==> config.mk <==
export PLATFORM = sky130hd
export DESIGN_NAME = wb_port_arbiter
export DESIGN_NICKNAME = d
export VERILOG_FILES = /design/src/rtl/wb_port_arbiter.sv
export SDC_FILE = /design/constraint.sdc
export NUM_CORES = 1
export LEC_CHECK = 0
export ABC_AREA = 1
export CORE_AREA = 3 3 139 141
export DETAILED_ROUTE_END_ITERATION = 8
export DIE_AREA = 0 0 142 144
export PLACE_DENSITY_LB_ADDON = 0.25
export REMOVE_ABC_BUFFERS = 1
export SLEW_MARGIN = 20
export SYNTH_ARGS = -nofsm -noshare
export SYNTH_HDL_FRONTEND = slang
export SYNTH_SLANG_ARGS = --single-unit
==> constraint.sdc <==
create_clock -name clk_i -period 1.9 [get_ports clk_i]
set_input_delay 0.38 -clock clk_i [delete_from_list [all_inputs] [get_ports clk_i]]
set_output_delay 0.38 -clock clk_i [all_outputs]
set_load 0.01 [all_outputs]
==> src/rtl/wb_port_arbiter.sv <==
`default_nettype none
// +------------------------------------------------------------------------+
// | wb_port_arbiter: round-robin share of one scoreboard write-back lane    |
// | with a single registered output stage.  Rev 1.0                         |
// +------------------------------------------------------------------------+
module wb_port_arbiter #(
    parameter int NR_REQ     = 4,
    parameter int TRANS_ID_W = 3,
    parameter int DATA_W     = 64,
    localparam int SRC_W     = (NR_REQ > 1) ? $clog2(NR_REQ) : 1
) (
    input  logic                                 clk_i,
    input  logic                                 rst_ni,
    input  logic                                 flush_i,
    input  logic [NR_REQ-1:0]                    req_valid_i,
    output logic [NR_REQ-1:0]                    req_ready_o,
    input  logic [NR_REQ-1:0][TRANS_ID_W-1:0]    req_trans_id_i,
    input  logic [NR_REQ-1:0][DATA_W-1:0]        req_data_i,
    input  logic [NR_REQ-1:0]                    req_ex_valid_i,
    output logic                                 wb_valid_o,
    input  logic                                 wb_ready_i,
    output logic [TRANS_ID_W-1:0]                wb_trans_id_o,
    output logic [DATA_W-1:0]                    wb_data_o,
    output logic                                 wb_ex_valid_o,
    output logic [SRC_W-1:0]                     wb_src_o,
    output logic                                 idle_o
);

    localparam logic [SRC_W-1:0] c_last_idx = SRC_W'(NR_REQ - 1);

    logic                  r_wb_valid;
    logic [TRANS_ID_W-1:0] r_trans_id;
    logic [DATA_W-1:0]     r_data;
    logic                  r_ex_valid;
    logic [SRC_W-1:0]      r_src;
    logic [SRC_W-1:0]      r_rr_ptr;

    logic                  w_load_en;
    logic                  w_grant_vld;
    logic [SRC_W-1:0]      w_grant;
    logic                  w_hi_found;
    logic [SRC_W-1:0]      w_hi_idx;
    logic                  w_lo_found;
    logic [SRC_W-1:0]      w_lo_idx;

    // Ready is also masked by reset so nothing is accepted while the core is held in reset.
    assign w_load_en = rst_ni && !flush_i && (!r_wb_valid || wb_ready_i);

    // Lowest valid index at or above the pointer wins; otherwise lowest valid index overall.
    always_comb begin
        w_hi_found = 1'b0;
        w_hi_idx   = '0;
        w_lo_found = 1'b0;
        w_lo_idx   = '0;
        for (int i = NR_REQ - 1; i >= 0; i--) begin
            if (req_valid_i[i]) begin
                w_lo_found = 1'b1;
                w_lo_idx   = SRC_W'(i);
                if (SRC_W'(i) >= r_rr_ptr) begin
                    w_hi_found = 1'b1;
                    w_hi_idx   = SRC_W'(i);
                end
            end
        end
        w_grant_vld = w_lo_found;
        w_grant     = w_hi_found ? w_hi_idx : w_lo_idx;
    end

    for (genvar i = 0; i < NR_REQ; i++) begin : g_ready
        assign req_ready_o[i] = w_load_en && w_grant_vld && (w_grant == SRC_W'(i));
    end

    always_ff @(posedge clk_i or negedge rst_ni) begin
        if (!rst_ni) begin
            r_wb_valid <= 1'b0;
            r_trans_id <= '0;
            r_data     <= '0;
            r_ex_valid <= 1'b0;
            r_src      <= '0;
            r_rr_ptr   <= '0;
        end else if (flush_i) begin
            r_wb_valid <= 1'b0;
        end else if (w_load_en) begin
            r_wb_valid <= w_grant_vld;
            if (w_grant_vld) begin
                r_trans_id <= req_trans_id_i[w_grant];
                r_data     <= req_data_i[w_grant];
                r_ex_valid <= req_ex_valid_i[w_grant];
                r_src      <= w_grant;
                r_rr_ptr   <= (w_grant == c_last_idx) ? '0 : w_grant + SRC_W'(1);
            end
        end
    end

    assign wb_valid_o    = r_wb_valid;
    assign wb_trans_id_o = r_trans_id;
    assign wb_data_o     = r_data;
    assign wb_ex_valid_o = r_ex_valid;
    assign wb_src_o      = r_src;
    assign idle_o        = !r_wb_valid && !(|req_valid_i);

    a_ready_onehot: assert property (@(posedge clk_i) disable iff (!rst_ni)
        $onehot0(req_ready_o));

    a_hold_stable: assert property (@(posedge clk_i) disable iff (!rst_ni)
        (wb_valid_o && !wb_ready_i) |=>
            $stable({wb_trans_id_o, wb_data_o, wb_ex_valid_o, wb_src_o}));

    a_flush_clears: assert property (@(posedge clk_i) disable iff (!rst_ni)
        flush_i |=> !wb_valid_o);

endmodule
`default_nettype wire

### Word-level counts from Yosys, hierarchy flattened

Index checks and enable logic that the tools add are counted.

* register bits after elaboration: 73
* output and inout port bits: 76
* word-level logic and storage cells: 66

* $add $sub $neg: 1
* order comparisons: 5
* eq/ne operators: 3
* mux-type cells: 34
* bitwise gates (word level): 1
* reductions and logical operators: 16

Operators with widths (number)
* 64-bit binary-select mux with 2-bit select: 1
* 64-bit 2-to-1 mux: 1
* 2-bit 2-to-1 mux: 14
* 1-bit 2-to-1 mux: 15
* 1-bit logical AND: 8
* 3-bit binary-select mux with 2-bit select: 1
* 2-bit == test, second input constant: 2
* 1-bit by 2-bit >= comparator with 1-bit output, first input constant: 2
* 2-bit >= comparator, first input constant: 2
* 4-bit OR reduction: 1
* 1-bit zero test: 3
* 2-bit by 3-bit less-than comparator with 1-bit output, second input constant: 1
* 3-bit 2-to-1 mux: 1
* 3-bit AND reduction: 1
* 2-bit by 1-bit adder with 2-bit output, second input constant: 1
* 1-bit binary-select mux with 2-bit select: 1
* 2-bit by 1-bit == test with 1-bit output, second input constant: 1
* 2-bit zero test: 1
* 2-bit nonzero test: 1
* 1-bit logical OR: 1
* 1-bit NOT: 1

### Longest topological paths before layout

Gate-level depths: netlist (run 1).

* depth after elaboration: 12
* mapped depth: 13
* depth with buffers taken out: 11

### Least setup slack after synthesis (run 1)

Ideal clock, no wire load.

* kind: register to output
* from: reg r_wb_valid, in the netlist wb_valid_o
* to: out req_ready_o[0]
* arrival time: 1455 ps
* path slack: 65 ps
* cell stages (with the launch flop): 8
* buffers on the path: 2
* path through: dfrtp_1 -> inv_2 -> o21ai_1 -> nor2_1 -> nand2_2 -> buf_2 -> clkbuf_1 -> nor3_1

* longest elaborated chain between the ends: 5

RTL lines
* from (decl): RTL line 31 `logic r_wb_valid;`
* from (signal assigned): RTL line 84 `r_wb_valid <= w_grant_vld;`
* 1-bit zero test: RTL line 47 `assign w_load_en = rst_ni && !flush_i && (!r_wb_valid || wb_ready_i);`
* 1-bit logical OR: RTL line 47
* 1-bit logical AND: RTL line 47
* 1-bit logical AND (2 in a row): RTL line 70 `assign req_ready_o[i] = w_load_en && w_grant_vld && (w_grant == SRC_W'(i));`
* to (decl): RTL line 16 `output logic [NR_REQ-1:0] req_ready_o,`

No other way between the ends.

### Worst setup path in the final report (run 1)

* from: reg r_rr_ptr[1]
* to: out req_ready_o[1]

* longest elaborated chain between the ends: 12

RTL lines
* from (decl): RTL line 36 `logic [SRC_W-1:0] r_rr_ptr;`
* from (signal assigned): RTL line 90 `r_rr_ptr <= (w_grant == c_last_idx) ? '0 : w_grant + SRC_W'(1);`
* 2-bit >= comparator: RTL line 59 `if (SRC_W'(i) >= r_rr_ptr) begin`
* 2-bit 2-to-1 mux or 1-bit 2-to-1 mux (tied branches): RTL line 59
* 2-bit 2-to-1 mux or 1-bit 2-to-1 mux (tied branches): RTL line 56 `if (req_valid_i[i]) begin`
* 2-bit 2-to-1 mux or 1-bit 2-to-1 mux (tied branches): RTL line 59
* 2-bit 2-to-1 mux or 1-bit 2-to-1 mux (tied branches): RTL line 56
* 2-bit 2-to-1 mux or 1-bit 2-to-1 mux (tied branches): RTL line 59
* 2-bit 2-to-1 mux or 1-bit 2-to-1 mux (tied branches): RTL line 56
* 2-bit 2-to-1 mux or 1-bit 2-to-1 mux (tied branches): RTL line 59
* 2-bit 2-to-1 mux or 1-bit 2-to-1 mux (tied branches): RTL line 56
* 2-bit 2-to-1 mux *: RTL line 66 `w_grant = w_hi_found ? w_hi_idx : w_lo_idx;`
* 2-bit by 1-bit == test with 1-bit output *: RTL line 70
* 1-bit logical AND *: RTL line 70

Mark *: on every way between the ends. The rest lies on a longest branch, timed or not.

==> results of run 1 <==
-- worst max-delay path, cell delays in order, from the launching register on --
cell and delay [ps]:
dfrtp_1 410, nand2_2 80, nand2_2 100, nand2_2 70, nor2_4 120, nand2_4 70, nand2_4 100, ha_4 130
inv_2 30, nor2_2 80, buf_2 140
-- report_power, final --
part	internal (W)	switching [W]	leakage, nW
Sequential	0.00227	0.000393	0.902
Clock	0.00122	0.000707	0.162
Combinational	0.00334	0.00389	4.74
Total	0.00682	0.00499	5.81
-- per-layer routing --
layer	part of all wire, %	vias to the layer above
met5	0	-
met4	2.7	0
met3	8.2	44
met2	50	270
met1	39	3549
li1	-	3948
-- kinds of logic after synthesis --
group                      Yosys count
and+or+nand+nor                    716
buffers and inverters              285
DFF                                 73
AOI/OAI and AO/OA                    4
adders and majority gates            1
-- flip-flops by register name, summed over array words and instances, names as in the netlist --
name,cells
wb_data_o,64
r_rr_ptr,2
wb_trans_id_o,3
wb_src_o,2
wb_ex_valid_o,1
wb_valid_o,1
-- worst max path at each step --
stage                                        from             end  slack, ps  cells after the start
after floorplan           r_rr_ptr[0]$_DFFE_PN0P_  req_ready_o[1]      -4050                      9
after global placement             req_valid_i[3]  req_ready_o[1]       -690                     11
after detailed placement           req_valid_i[3]  req_ready_o[1]       -700                     11
after CTS                 r_rr_ptr[1]$_DFFE_PN0P_  req_ready_o[0]       -110                      9
after global routing      r_rr_ptr[0]$_DFFE_PN0P_  req_ready_o[1]       -250                     10
final                     r_rr_ptr[1]$_DFFE_PN0P_  req_ready_o[1]       -140                     10
-- repair_timing --
item | CTS | global route
endpoints found under the hold margin | 6 | 0
gates cloned | 4 | 8
hold buffers | 1 | 0
gates resized for setup | 46 | 156
pin swaps | 10 | 103
setup buffers | 6 | 2
setup endpoints to repair | 75 | 72
-- per-stage QoR --
| stage | cells | utilization (%) |
|---|---|---|
| finish | 1657 | 62.1 |
| CTS | 1649 | 58.1 |
| floorplan | 1005 | - |
| global route | 1657 | 62.1 |
| global placement | 1622 | 54.9 |
| detailed placement | 1622 | 54.9 |
-- cell usage in the layout (no fill, tap or decap) --
cell	Yosys	layout
dfrtp_1	73	73
clkdlybuf4s15_1	0	1
o21ai_0	1	1
nor3_2	0	2
o21a_1	1	1
nor2_4	1	3
clkbuf_8	0	3
dlygate4sd2_1	0	4
nand2_2	3	37
o31ai_1	1	1
buf_6	22	11
inv_2	12	35
buf_4	3	19
nand2_4	0	4
clkdlybuf4s50_1	0	345
clkinvlp_4	0	1
nor2_2	0	3
inv_1	180	174
o21ai_1	1	1
clkinv_2	0	2
nand3_4	0	15
buf_16	0	6
nand3_1	263	208
ha_4	0	1
buf_8	0	4
nand2_1	424	385
nand3_2	10	50
nand2_8	0	1
nor2_1	13	8
clkbuf_16	0	15
buf_12	0	5
dlygate4sd3_1	0	1
inv_4	0	2
bufinv_16	0	2
buf_2	34	4
-- area by class of cell --
type | count | area (µm²) | area share [%]
Multi-Input combinational cell | 721 | 3700 | 33.0
Inverter | 211 | 797 | 7.10
Clock buffer | 11 | 253 | 2.25
Tap cell | 229 | 287 | 2.55
Timing Repair Buffer | 407 | 4280 | 38.2
Sequential cell | 73 | 1830 | 16.3
Clock inverter | 5 | 77.6 | 0.691
==> flow_summary.json, run 1 <==
{
  "synth-compound-area-share_pct": 0.400,
  "io_pins": 356,
  "cts.clk_slew.worst_paths_ps": 70,
  "cp_max_fo": 5,
  "grt_max_degree": 71,
  "syn_inst": 1079,
  "via_per_inst": 4.71,
  "hp-class": "flip-flop to flip-flop",
  "grt_use_met1_pct": 28.3,
  "start_kind": "flip-flop",
  "synth_fa_ha_area_share_pct": 0.200,
  "min_from": "wb_src_o[0]$_DFFE_PN0P_",
  "num_rows": 49,
  "synth_xor_area_share_pct": 0,
  "finalClockSkew_ps": 8.68,
  "start_util_pct": 34.6,
  "routedWlPerCell_um": 16.1,
  "cp_data_arrival_time_ps": 1660,
  "end_kind": "output pin",
  "n_antenna_cell": 0,
  "critPathRequiredTime_ps": 1520,
  "preCtsSetupSlack_ps": -700,
  "fin_setup_tns_ps": -477,
  "max_freq_mhz": 491,
  "htree_levels": 3,
  "cts_buffers": 9,
  "holdPathEnd": "wb_src_o[0]$_DFFE_PN0P_",
  "critical_path_class": "flip-flop to output pin",
  "first_iter_violations": 298,
  "rsz0062_at_grt": "true",
  "grt_pass1_wl_um": 37800,
  "ys_seq_area_share_pct": 29.2,
  "peakVddDrop_mv": 0.481,
  "dp_hpwl_um": 16900,
  "setup_violations": 4,
  "clockBufferDepth": 2,
  "synth_area_um2": 6250,
  "period_minus_slack_ps": 2040,
  "die_w_um": 142,
  "layout.nets": 1704,
  "dieArea_um2": 20400,
  "portBuffers": 355,
  "netlist_top_cells_area": "dfrtp_1 (29%), nand2_1 (25%), nand3_1 (21%)",
  "synth_mux_area_share_pct": 0,
  "worst_slack_ps": -137,
  "power_w": 0.0118,
  "slew_viol_final": 0,
  "synth_edf_count": 0,
  "wl_um": 26600,
  "core_area_um2": 18100,
  "antenna_found_initial": 0,
  "postRouteAntennaNets": 0,
  "max_cap_viol_count": 0,
  "cts_root_buf": "clkbuf_16",
  "finalCritPeriodShare_pct": 107,
  "rr_startpoint": "r_rr_ptr[1]$_DFFE_PN0P_",
  "p_leak_nw": 5.81,
  "yosys.cell_types.count": 21,
  "status": "complete, but fails checks",
  "synth_top_area_share_pct": 29.2,
  "yosys_warnings": 0,
  "violations": "setup timing",
  "die_h_um": 144,
  "r2r_end": "wb_data_o[49]$_DFFE_PN0P_",
  "syn2layout_area_growth_pct": 79.6,
  "grtUsageMet2_pct": 40.0,
  "yosysMostFrequentCell": "nand2_1",
  "vias": 7811,
  "cts_tree": "done",
  "place_area_um2": 9920,
  "synth_common_cells": "nand2_1 (424), nand3_1 (263), inv_1 (180)",
  "yosysTopAreaCell": "dfrtp_1",
  "avgSynthCellArea_um2": 5.79,
  "worst_slew_pin_slew_ps": 926,
  "grt_pass1_vias": 7098,
  "overflow": 0,
  "worstRegToRegCells": 15,
  "max_slew_margin_pct": 38.3,
  "first_pass_iters": 5,
  "grt_util_met3_pct": 6.78,
  "ff2ff_setup_slack_ps": 10,
  "remaining_drc_errors": 0,
  "clk_latency_ps": 340,
  "whs_ps": 520,
  "fillers": 1721,
  "synth_top_family_by_area": "simple AND/OR/NAND/NOR gates",
  "hold_violations": 0,
  "drive_gt1_share_pct": 15.8,
  "gp_congestion": 0.860,
  "cts_sinks": 73,
  "synth_seq_cells": 73,
  "synthArstFlopShare_pct": 100,
  "ys.flop_type": "dfrtp_1",
  "synth-simple-area-share_pct": 49.5,
  "powerDensity_nw_per_um2": 1050,
  "whs_path_depth": 2,
  "busiest_layer": "met2",
  "grt_usage_pct": 23.3,
  "fin_area_um2": 11200
}
Note: power is estimated with default switching activity, not from simulation.
==> run 2: changes to the inputs <==
--- a/config.mk
+++ b/config.mk
@@ -11,7 +11,6 @@
 export DIE_AREA = 0 0 142 144
 export PLACE_DENSITY_LB_ADDON = 0.25
 export REMOVE_ABC_BUFFERS = 1
-export SLEW_MARGIN = 20
 export SYNTH_ARGS = -nofsm -noshare
 export SYNTH_HDL_FRONTEND = slang
 export SYNTH_SLANG_ARGS = --single-unit
==> results of run 2 <==
No change in the layout: final DEF, timing and power equal those of run 1.
==> run 3: changes to the inputs <==
--- a/config.mk
+++ b/config.mk
@@ -9,6 +9,7 @@
 export CORE_AREA = 3 3 139 141
 export DETAILED_ROUTE_END_ITERATION = 8
 export DIE_AREA = 0 0 142 144
+export GPL_TIMING_DRIVEN = 0
 export PLACE_DENSITY_LB_ADDON = 0.25
 export REMOVE_ABC_BUFFERS = 1
 export SYNTH_ARGS = -nofsm -noshare
==> run 3 against run 2 <==
The flow still finishes with violations (setup timing). Clock power shrank 14%. Combinational power is 21% higher. First-iteration DRC count rose by 130%. Maximum frequency fell by 10%. Final area rose by 4.2%. Sequential share of layout area is 0.66 points lower. Register-to-register slack got worse by 290 ps. Die area did not move. Critical endpoint unchanged. Highest routed layer is now met5.
==> flow_summary.json, run 3 (synthesis results as in run 1) <==
{
  "dp_hpwl_um": 15900,
  "status": "complete, but fails checks",
  "core_area_um2": 18100,
  "start_util_pct": 34.6,
  "peakVddDrop_mv": 0.544,
  "critPathBufInv": 5,
  "critical_path_class": "input pin to output pin",
  "die_w_um": 142,
  "die_h_um": 144,
  "power_w": 0.0131,
  "routedWlPerCell_um": 20.5,
  "finalCritPeriodShare_pct": 119,
  "max_freq_mhz": 441,
  "dieArea_um2": 20400,
  "mostFrequentLayoutCell": "nand2_1",
  "violations": "setup timing",
  "hp-class": "input pin to asynchronous set/reset pin",
  "critPathRequiredTime_ps": 1520,
  "largest_reg_flops": 64,
  "placedCellCount": 1595,
  "rsz0062_at_grt": "true",
  "hold_violations": 0,
  "cts.clk_slew.worst_paths_ps": 60,
  "end_kind": "output pin",
  "cpPeakStageDelay_ps": 270,
  "powerDensity_nw_per_um2": 1120,
  "grt_pass1_wl_um": 44900,
  "setup_violations": 74,
  "layout.nets": 1755,
  "finalClockSkew_ps": 4.54,
  "crit_slowest_cell": "dlygate4sd2_1",
  "p_leak_nw": 6.15,
  "gp_congestion": 0.789,
  "max_cap_viol_count": 0,
  "fin_setup_tns_ps": -15740,
  "cp_max_fo": 5,
  "preCtsSetupSlack_ps": -2870,
  "layout_common_cells": "nand2_1 (403), clkdlybuf4s50_1 (346), nand3_1 (257)",
  "cts_buffers": 9,
  "max_slew_margin_pct": 26.9,
  "vias": 8550,
  "first_iter_violations": 689,
  "portBuffers": 355,
  "io_pins": 356,
  "critPathTopFamily": "buffers and inverters",
  "num_rows": 49,
  "grt_usage_pct": 29.1,
  "remaining_drc_errors": 0,
  "overflow": 0,
  "cp_data_arrival_time_ps": 1890,
  "slew_viol_final": 0,
  "start_kind": "input pin",
  "first_pass_iters": 5,
  "htree_levels": 3,
  "syn2layout_area_growth_pct": 87.2,
  "clk_latency_ps": 340,
  "clockBufferDepth": 2,
  "wl_um": 35000,
  "cts_tree": "done",
  "antenna_found_initial": 1,
  "n_antenna_cell": 0,
  "via_per_inst": 5.01,
  "grt_max_degree": 40,
  "cts_sinks": 73,
  "worst_slew_pin_slew_ps": 1090,
  "drive_gt1_share_pct": 12.4,
  "fillers": 1627,
  "cts_root_buf": "clkbuf_16",
  "worst_slack_ps": -368,
  "postRouteAntennaNets": 0,
  "final_cells": 1708,
  "path_cells": "dlygate4sd2_1, inv_1, nor2_1, nor2_2, nor2_4, nand2_8, buf_16, nand2_8, ha_4, inv_2, nor2_2, buf_2",
  "whs_ps": 60.4,
  "grt_pass1_vias": 7568,
  "period_minus_slack_ps": 2270
}
==> run 3: per-layer routing <==
metal | global-route usage (%) | share of wire (%) | up-vias
li1 | - | - | 4084
met1 | 36.2 | 40 | 3878
met2 | 50.2 | 47 | 490
met3 | 5.89 | 9.0 | 96
met4 | 10.5 | 4.1 | 2
met5 | 0 | 0.037 | -
==> run 3: cell type report <==
class / count / area, µm² / share of cell area (%)
Multi-Input combinational cell: 741 / 3700 / 31.6
Timing Repair Buffer: 435 / 4750 / 40.6
Clock inverter: 3 / 15.0 / 0.128
Timing Repair inverter: 3 / 28.8 / 0.246
Sequential cell: 73 / 1830 / 15.6
Tap cell: 229 / 287 / 2.45
Clock buffer: 13 / 260 / 2.22
Inverter: 211 / 837 / 7.15
==> run 3: worst paths after layout <==
check                                        startpoint                        end  slack (ps)  depth (start not counted)
worst max-delay path                     req_valid_i[3]             req_ready_o[1]        -370                         12
worst min-delay path                             rst_ni  wb_data_o[14]$_DFFE_PN0P_          60                          3
worst max register to register  r_rr_ptr[1]$_DFFE_PN0P_   wb_data_o[1]$_DFFE_PN0P_        -280                         12
worst min register to register  wb_src_o[0]$_DFFE_PN0P_    wb_src_o[0]$_DFFE_PN0P_         500                          2
max in group asynchronous                        rst_ni  wb_data_o[33]$_DFFE_PN0P_         310                          3
min in group clk_i              wb_src_o[0]$_DFFE_PN0P_    wb_src_o[0]$_DFFE_PN0P_         500                          2
==> run 3: repair_timing <==
| item | in CTS | in global routing |
|---|---|---|
| resized for setup | 68 | 48 |
| pin swaps | 19 | 7 |
| setup endpoints to repair | 78 | 77 |
| hold buffers | 4 | 0 |
| setup buffers | 25 | 26 |
| hold endpoints to repair | 32 | 0 |
| cloned | 21 | 21 |
==> run 3: per-stage QoR <==
step	utilization (%)	instance area [µm²]
after floorplan	-	5750
after global placement	53.0	9590
after detailed placement	54.0	9770
after CTS	59.9	10800
after global routing	64.7	11700
final	64.7	11700
==> run 3: tightest hold or removal path: stages <==
cell    delay, ps
buf_12        100
buf_12        100
buf_12        170
==> run 3: power by group <==
part           leakage (nW)  internal [W]  total [W]  switching [W]
Sequential            0.902       0.00227    0.00266       0.000387
Combinational          5.11       0.00407    0.00875        0.00468
Clock                 0.139      0.000952    0.00166       0.000708
